[config.mk]
export PLATFORM = sky130hd
export DESIGN_NAME = xbee_tx_scheduler
export DESIGN_NICKNAME = d
export VERILOG_FILES = /design/src/rtl/xbee_tx_pkg.sv /design/src/rtl/rr_arbiter.sv /design/src/rtl/xbee_tx_scheduler.sv
export SDC_FILE = /design/constraint.sdc
export NUM_CORES = 1
export LEC_CHECK = 0
export CAP_MARGIN = 25
export CORE_ASPECT_RATIO = 0.75
export CORE_UTILIZATION = 45
export DETAILED_ROUTE_END_ITERATION = 8
export GPL_TIMING_DRIVEN = 1
export MAX_ROUTING_LAYER = met4
export PLACE_DENSITY_LB_ADDON = 0.1
export SYNTH_ARGS = -nofsm -noshare
export SYNTH_HDL_FRONTEND = slang
export SYNTH_SLANG_ARGS = --single-unit
[constraint.sdc]
create_clock -name Clk -period 2.4 [get_ports Clk]
set_input_delay 0.48 -clock Clk [delete_from_list [all_inputs] [get_ports Clk]]
set_output_delay 0.48 -clock Clk [all_outputs]
set_load 0.02 [all_outputs]
[src/rtl/xbee_tx_pkg.sv]
// Shared definitions for the XBee transmit scheduler: FSM encodings and default timing constants.
package xbee_tx_pkg;

  typedef enum logic [2:0] {
    ST_IDLE     = 3'd0,
    ST_ARB      = 3'd1,
    ST_LAUNCH   = 3'd2,
    ST_EVLAUNCH = 3'd3,
    ST_WAIT     = 3'd4,
    ST_RELEASE  = 3'd5
  } state_t;

  localparam int DEF_TIMEOUT   = 1023;
  localparam int DEF_RX_PERIOD = 14;

endpackage

[src/rtl/rr_arbiter.sv]
// Combinational round-robin pick: first set request strictly after the pointer, wrapping around.
module rr_arbiter #(
  parameter int NREQ = 4,
  parameter int IDW  = $clog2(NREQ)
) (
  input  logic [NREQ-1:0] req,
  input  logic [IDW-1:0]  ptr,
  output logic [NREQ-1:0] onehot,
  output logic [IDW-1:0]  id,
  output logic            any
);

  always_comb begin
    int j;
    logic [IDW-1:0] jj;
    j      = 0;
    jj     = '0;
    onehot = '0;
    id     = ptr;
    any    = 1'b0;
    // the pointer itself is visited last, so the previous owner has lowest priority
    for (int i = 1; i <= NREQ; i++) begin
      j = int'(ptr) + i;
      if (j >= NREQ) j = j - NREQ;
      jj = IDW'(j);
      if (!any && req[jj]) begin
        any        = 1'b1;
        onehot[jj] = 1'b1;
        id         = jj;
      end
    end
  end

endmodule

[src/rtl/xbee_tx_scheduler.sv]
// Shares the XBee Tx frame controller between NREQ requesters; one ND or Eviction launch per frame,
// grant held until Done or watchdog abort, Rx_Window pulse every RX_PERIOD completed frames.
//
//   state    | meaning
//   IDLE     | no frame; waiting for evict or request
//   ARB      | round-robin pick among Req
//   LAUNCH   | grant registered, ND follows next cycle
//   EVLAUNCH | eviction frame, Eviction follows next cycle
//   WAIT     | frame in flight, watchdog running
//   RELEASE  | frame closed, pointer advanced
module xbee_tx_scheduler
  import xbee_tx_pkg::*;
#(
  parameter int NREQ      = 4,
  parameter int IDW       = $clog2(NREQ),
  parameter int TIMEOUT   = DEF_TIMEOUT,
  parameter int RX_PERIOD = DEF_RX_PERIOD
) (
  input  logic            Clk,
  input  logic            Reset,
  input  logic [NREQ-1:0] Req,
  input  logic            Evict_Req,
  input  logic            Done,
  output logic [NREQ-1:0] Grant,
  output logic [IDW-1:0]  Grant_Id,
  output logic            ND,
  output logic            Eviction,
  output logic            Busy,
  output logic            Timeout_Err,
  output logic            Rx_Window,
  output logic [7:0]      Frame_Cnt
);

  localparam int TW = $clog2(TIMEOUT + 1);
  localparam logic [TW-1:0] TIMER_LOAD = TW'(TIMEOUT);
  localparam logic [3:0]    RX_LAST    = 4'(RX_PERIOD - 1);
  localparam logic [IDW-1:0] PTR_INIT  = IDW'(NREQ - 1);

  state_t          state;
  logic [IDW-1:0]  ptr;
  logic [TW-1:0]   timer;
  logic            evict_pend;
  logic            evict_frame;
  logic [3:0]      rx_cnt;

  logic [NREQ-1:0] arb_onehot;
  logic [IDW-1:0]  arb_id;
  logic            arb_any;

  rr_arbiter #(
    .NREQ (NREQ),
    .IDW  (IDW)
  ) u_arb (
    .req    (Req),
    .ptr    (ptr),
    .onehot (arb_onehot),
    .id     (arb_id),
    .any    (arb_any)
  );

  always_ff @(posedge Clk or posedge Reset) begin
    if (Reset) begin
      state       <= ST_IDLE;
      ptr         <= PTR_INIT;
      timer       <= '0;
      evict_pend  <= 1'b0;
      evict_frame <= 1'b0;
      rx_cnt      <= '0;
      Grant       <= '0;
      Grant_Id    <= '0;
      ND          <= 1'b0;
      Eviction    <= 1'b0;
      Busy        <= 1'b0;
      Timeout_Err <= 1'b0;
      Rx_Window   <= 1'b0;
      Frame_Cnt   <= '0;
    end else begin
      ND          <= 1'b0;
      Eviction    <= 1'b0;
      Timeout_Err <= 1'b0;
      Rx_Window   <= 1'b0;

      // an eviction arriving mid-frame is parked until the next IDLE
      if (Evict_Req && state != ST_IDLE && state != ST_EVLAUNCH)
        evict_pend <= 1'b1;

      case (state)
        ST_IDLE: begin
          if (evict_pend || Evict_Req) begin
            state <= ST_EVLAUNCH;
            Busy  <= 1'b1;
          end else if (|Req) begin
            state <= ST_ARB;
            Busy  <= 1'b1;
          end
        end
        ST_ARB: begin
          if (arb_any) begin
            Grant       <= arb_onehot;
            Grant_Id    <= arb_id;
            evict_frame <= 1'b0;
            state       <= ST_LAUNCH;
          end else begin
            Busy  <= 1'b0;
            state <= ST_IDLE;
          end
        end
        ST_LAUNCH: begin
          ND    <= 1'b1;
          timer <= TIMER_LOAD;
          state <= ST_WAIT;
        end
        ST_EVLAUNCH: begin
          Eviction    <= 1'b1;
          Grant       <= '0;
          evict_pend  <= 1'b0;
          evict_frame <= 1'b1;
          timer       <= TIMER_LOAD;
          state       <= ST_WAIT;
        end
        ST_WAIT: begin
          // Done takes precedence over a coincident watchdog expiry
          if (Done) begin
            Grant     <= '0;
            Frame_Cnt <= Frame_Cnt + 8'd1;
            if (rx_cnt == RX_LAST) begin
              rx_cnt    <= '0;
              Rx_Window <= 1'b1;
            end else begin
              rx_cnt <= rx_cnt + 4'd1;
            end
            state <= ST_RELEASE;
          end else if (timer == '0) begin
            Grant       <= '0;
            Timeout_Err <= 1'b1;
            state       <= ST_RELEASE;
          end else begin
            timer <= timer - 1'b1;
          end
        end
        ST_RELEASE: begin
          if (!evict_frame)
            ptr <= Grant_Id;
          Busy  <= 1'b0;
          state <= ST_IDLE;
        end
        default: begin
          Grant <= '0;
          Busy  <= 1'b0;
          state <= ST_IDLE;
        end
      endcase
    end
  end

endmodule

==> impl_metrics.py <==
metrics = {
    "sta": {
        "fin_crit_sh_pct": 90.5,
        "fin_worst_skew_ns": 0.00954,
        "finalWorstPathRequiredPeriod_ns": 2.17,
        "setup_repair_after_global_routing_missed_its_margin": "no",
        "max-slew-margin-rel_pct": 61.9,
        "timing.final.setup_violations": 0,
        "timing_worst_slew_pin_value_ns": 0.567,
        "totalNegativeSetupSlack_ns": 0,
        "timing.final.max_slew_violations": 0,
        "holdWs_ns": 0.474,
        "maxClockFrequency_ghz": 0.460,
        "final_hold_viol_count": 0,
    },
    "worst_setup_path": {
        "crit-reg2reg-capture": "Grant_Id[0]",
        "worst_r2r_path_depth": 7,
        "cp_data_arrival_time_ns": 2.37,
        "critPathRequiredTime_ns": 2.60,
        "ff_to_ff_setup_slack_ns": 0.23,
        "ff_to_ff_start": "ptr[0]",
        "timing.critical_path.to_type": "flop",
        "crit_path_end": "Grant_Id[0]",
        "critical_path.startpoint_type": "flop",
        "crit_path_max_fanout": 6,
        "criticalPathCategory": "reg2reg",
        "startpoint": "ptr[0]",
    },
    "clock_network": {
        "clk_sinks": 40,
        "clockRootBuffer": "sky130_fd_sc_hd__clkbuf_8",
        "hold_fix_buffers_at_cts": 0,
        "cts_htree_levels": 2,
        "clk-insertion-delay-late_ns": 0.30,
        "post_cts_resized": 0,
        "cts.path.max_buffers": 2,
        "numCtsBuffers": 5,
        "path_clk_slew_ns": 0.08,
        "buffers_inserted_by_post_cts_timing_repair": 0,
        "tritoncts_clock_tree": "done",
    },
    "power_and_ir_drop": {
        "sw_frac_of_total_pct": 40.1,
        "switchingPower_w": 0.00118,
        "power_frac_clock_pct": 19.0,
        "seqPwrFrac_pct": 36.6,
        "ir_drop_mv": 0.530,
        "p_leak_nw": 1.11,
        "power.internal_w": 0.00175,
        "power.density_cell_area_nw_per_um2": 1070,
        "power.share.combinational_pct": 44.3,
    },
    "global_route": {
        "overflow_left_after_global_routing": 0,
        "total_routing_usage_gr_pct": 19.7,
        "vias_in_the_first_global_route": 1685,
        "grt_pass1_wl_um": 8050,
        "pin_count_of_the_biggest_net_entering_global_routing": 41,
        "antenna_found_initial": 0,
    },
    "cells_and_area": {
        "finish.net_count": 279,
        "total_non_filler_cell_area_in_the_finished_layout_sq_um": 2730,
        "antenna_cells": 0,
        "syn_to_final_growth_pct": 19.9,
        "fin_util_pct": 56.1,
        "post_route_cells_drive_above_1_share_pct": 12.3,
    },
    "synth": {
        "seq_area_frac_synth_pct": 44.0,
        "yosysUniqueCellTypes": 46,
        "synth-edff-count": 0,
        "syn_nets": 247,
        "syn-cell-area_sq_um": 2280,
        "async_flop_share_pct": 100,
        "synth.avg_cell_area_sq_um": 10.0,
        "synth_seq_cells": 40,
        "synthTopCellsByArea": "sky130_fd_sc_hd__dfrtp_1, sky130_fd_sc_hd__ha_1, sky130_fd_sc_hd__o21ai_0",
        "yosys_most_used_dff": "sky130_fd_sc_hd__dfrtp_1",
        "yosys.area.top_type_share_pct": 41.7,
        "synthesis_warning_total": 0,
        "synth_top_area_cell": "sky130_fd_sc_hd__dfrtp_1",
        "number_of_cells_produced_by_synthesis": 228,
    },
    "placed_design": {
        "buffers_added_on_ports": 26,
        "postPlaceCellArea_sq_um": 2620,
        "place.gp.congestion": 0.844,
        "hpwlAfterDp_um": 3310,
    },
    "flow_run": {
        "maxCapViolCount": 0,
    },
    "route": {
        "dr.pass1.iters": 6,
        "ant_nets": 0,
        "vias": 1781,
        "drtIter0Drc": 101,
        "avgRoutedWirePerCell_um": 14.0,
        "vias_per_cell": 5.55,
        "drc": 6,
        "wl_um": 4510,
    },
    "die": {
        "placeableCoreArea_sq_um": 4870,
        "design.portCount": 27,
        "floorplan.initialDensity_pct": 46.8,
        "width_of_the_die_um": 84.2,
        "row_count": 22,
        "die-height_um": 63.6,
        "floorplan.die_area_sq_um": 5360,
    },
    "outcome": {
        "violations": "design-rule violations",
        "run_status": "finished, violations left",
    },
    "min_path": {
        "holdPathStages": 1,
        "worst_hold_path_type": "reg2reg",
    },
}
==> worst min-delay path by stage <==
stage | startpoint | to | slack, ns
6_report | Frame_Cnt[7] | Frame_Cnt[7] | 0.47
5_1_grt | Frame_Cnt[7] | Frame_Cnt[7] | 0.50
4_1_cts | Frame_Cnt[7] | Frame_Cnt[7] | 0.48
3_5_place_dp | Frame_Cnt[7] | Frame_Cnt[7] | 0.47
3_3_place_gp | Frame_Cnt[7] | Frame_Cnt[7] | 0.45
2_1_floorplan | rx_cnt[2] | rx_cnt[2] | 0.47
==> final cells by class <==
cell class	count	area (sq um)
timing repair buffer	36	335
sequential	40	1000
tap	60	75.1
clock inverter	3	42.5
fill	448	2140
multi-input combinational	172	1190
inverter	5	18.8
clock buffer	5	68.8
==> stage by stage <==
step / total power (W) / instances / setup WS [ns]
after floorplan: 0.00194 / 228 / 0.0550
after detailed placement: 0.00239 / 313 / 0.0498
final: 0.00293 / 321 / 0.227
after global routing: 0.00318 / 321 / 0.0737
after global placement: 0.00238 / 313 / 0.0638
after CTS: 0.00294 / 321 / 0.233
==> power by group through the flow <==
stage	clock network [W]	logic, W	registers (W)
3_5_place_dp	0	0.00130	0.00109
5_1_grt	0.000601	0.00146	0.00112
6_report	0.000557	0.00130	0.00107
3_3_place_gp	0	0.00129	0.00109
2_1_floorplan	0	0.000800	0.00114
4_1_cts	0.000560	0.00130	0.00107
==> state kept, by name, summed over array words and instances (netlist names) <==
register,flops
evict_pend,1
timer,10
Eviction,1
rx_cnt,4
Rx_Window,1
Grant_Id,2
Timeout_Err,1
state,3
Frame_Cnt,8
ptr,2
evict_frame,1
ND,1
Busy,1
Grant,4
==> cell families after synthesis <==
logic type / Yosys count / share of synthesized area [%]
AO/OA/AOI/OAI: 56 / 16.3
buffers and inverters: 16 / 3.79
adder cells (fa/ha/maj): 11 / 6.04
multiplexers: 10 / 4.56
flip-flops: 40 / 44.0
XOR/XNOR: 13 / 4.99
AND/OR/NAND/NOR: 82 / 20.3
==> cells in the final DEF, fill, tap and decap left out, types with 2 or more instances in the layout <==
| cell | count |
|---|---|
| sky130_fd_sc_hd__and2_1 | 2 |
| sky130_fd_sc_hd__xor2_1 | 10 |
| sky130_fd_sc_hd__or3_1 | 2 |
| sky130_fd_sc_hd__nor3b_1 | 2 |
| sky130_fd_sc_hd__clkdlybuf4s50_1 | 26 |
| sky130_fd_sc_hd__dfstp_2 | 2 |
| sky130_fd_sc_hd__a221o_1 | 4 |
| sky130_fd_sc_hd__a211oi_1 | 3 |
| sky130_fd_sc_hd__clkbuf_8 | 5 |
| sky130_fd_sc_hd__a2111oi_0 | 3 |
| sky130_fd_sc_hd__a31oi_1 | 6 |
| sky130_fd_sc_hd__nand3_1 | 4 |
| sky130_fd_sc_hd__nand2_1 | 21 |
| sky130_fd_sc_hd__a21o_1 | 2 |
| sky130_fd_sc_hd__and3_1 | 2 |
| sky130_fd_sc_hd__nor4_2 | 2 |
| sky130_fd_sc_hd__mux2i_1 | 7 |
| sky130_fd_sc_hd__nor2_1 | 19 |
| sky130_fd_sc_hd__nand4_1 | 3 |
| sky130_fd_sc_hd__nand2b_1 | 5 |
| sky130_fd_sc_hd__nand3b_1 | 3 |
| sky130_fd_sc_hd__inv_1 | 5 |
| sky130_fd_sc_hd__o21a_1 | 2 |
| sky130_fd_sc_hd__o211ai_1 | 5 |
| sky130_fd_sc_hd__nor2b_1 | 2 |
| sky130_fd_sc_hd__a21oi_1 | 5 |
| sky130_fd_sc_hd__ha_1 | 11 |
| sky130_fd_sc_hd__nor3_1 | 7 |
| sky130_fd_sc_hd__mux2_2 | 3 |
| sky130_fd_sc_hd__buf_4 | 10 |
| sky130_fd_sc_hd__xnor2_1 | 3 |
| sky130_fd_sc_hd__dfrtp_1 | 38 |
| sky130_fd_sc_hd__o21ai_0 | 22 |
==> critical path, cell delays in order, from the launching register on <==
cell	delay (ns)
sky130_fd_sc_hd__dfstp_2	0.53
sky130_fd_sc_hd__inv_1	0.05
sky130_fd_sc_hd__ha_1	0.40
sky130_fd_sc_hd__mux2i_1	0.16
sky130_fd_sc_hd__nor2_1	0.29
sky130_fd_sc_hd__o21ai_0	0.22
sky130_fd_sc_hd__and3_1	0.23
sky130_fd_sc_hd__o31ai_1	0.21
==> synth_stat cells, drive strengths merged, types with 4 or more instances <==
| library cell | n |
|---|---|
| a21oi | 5 |
| a221o | 4 |
| a31oi | 7 |
| buf | 9 |
| dfrtp | 38 |
| ha | 11 |
| inv | 5 |
| mux2i | 7 |
| nand2 | 21 |
| nand2b | 5 |
| nand3 | 5 |
| nand4 | 4 |
| nor2 | 19 |
| nor3 | 8 |
| o211ai | 5 |
| o21ai | 23 |
| xor2 | 10 |
==> per-layer routing <==
layer / GRT usage [%] / vias to the layer above / wire length, um
met4: 4.74 / 0 / 32
met2: 27.2 / 27 / 1830
met5: - / - / 0
met1: 29.0 / 861 / 2520
met3: 4.46 / 4 / 126
li1: - / 889 / -
Power figures use the tool's default switching activity.
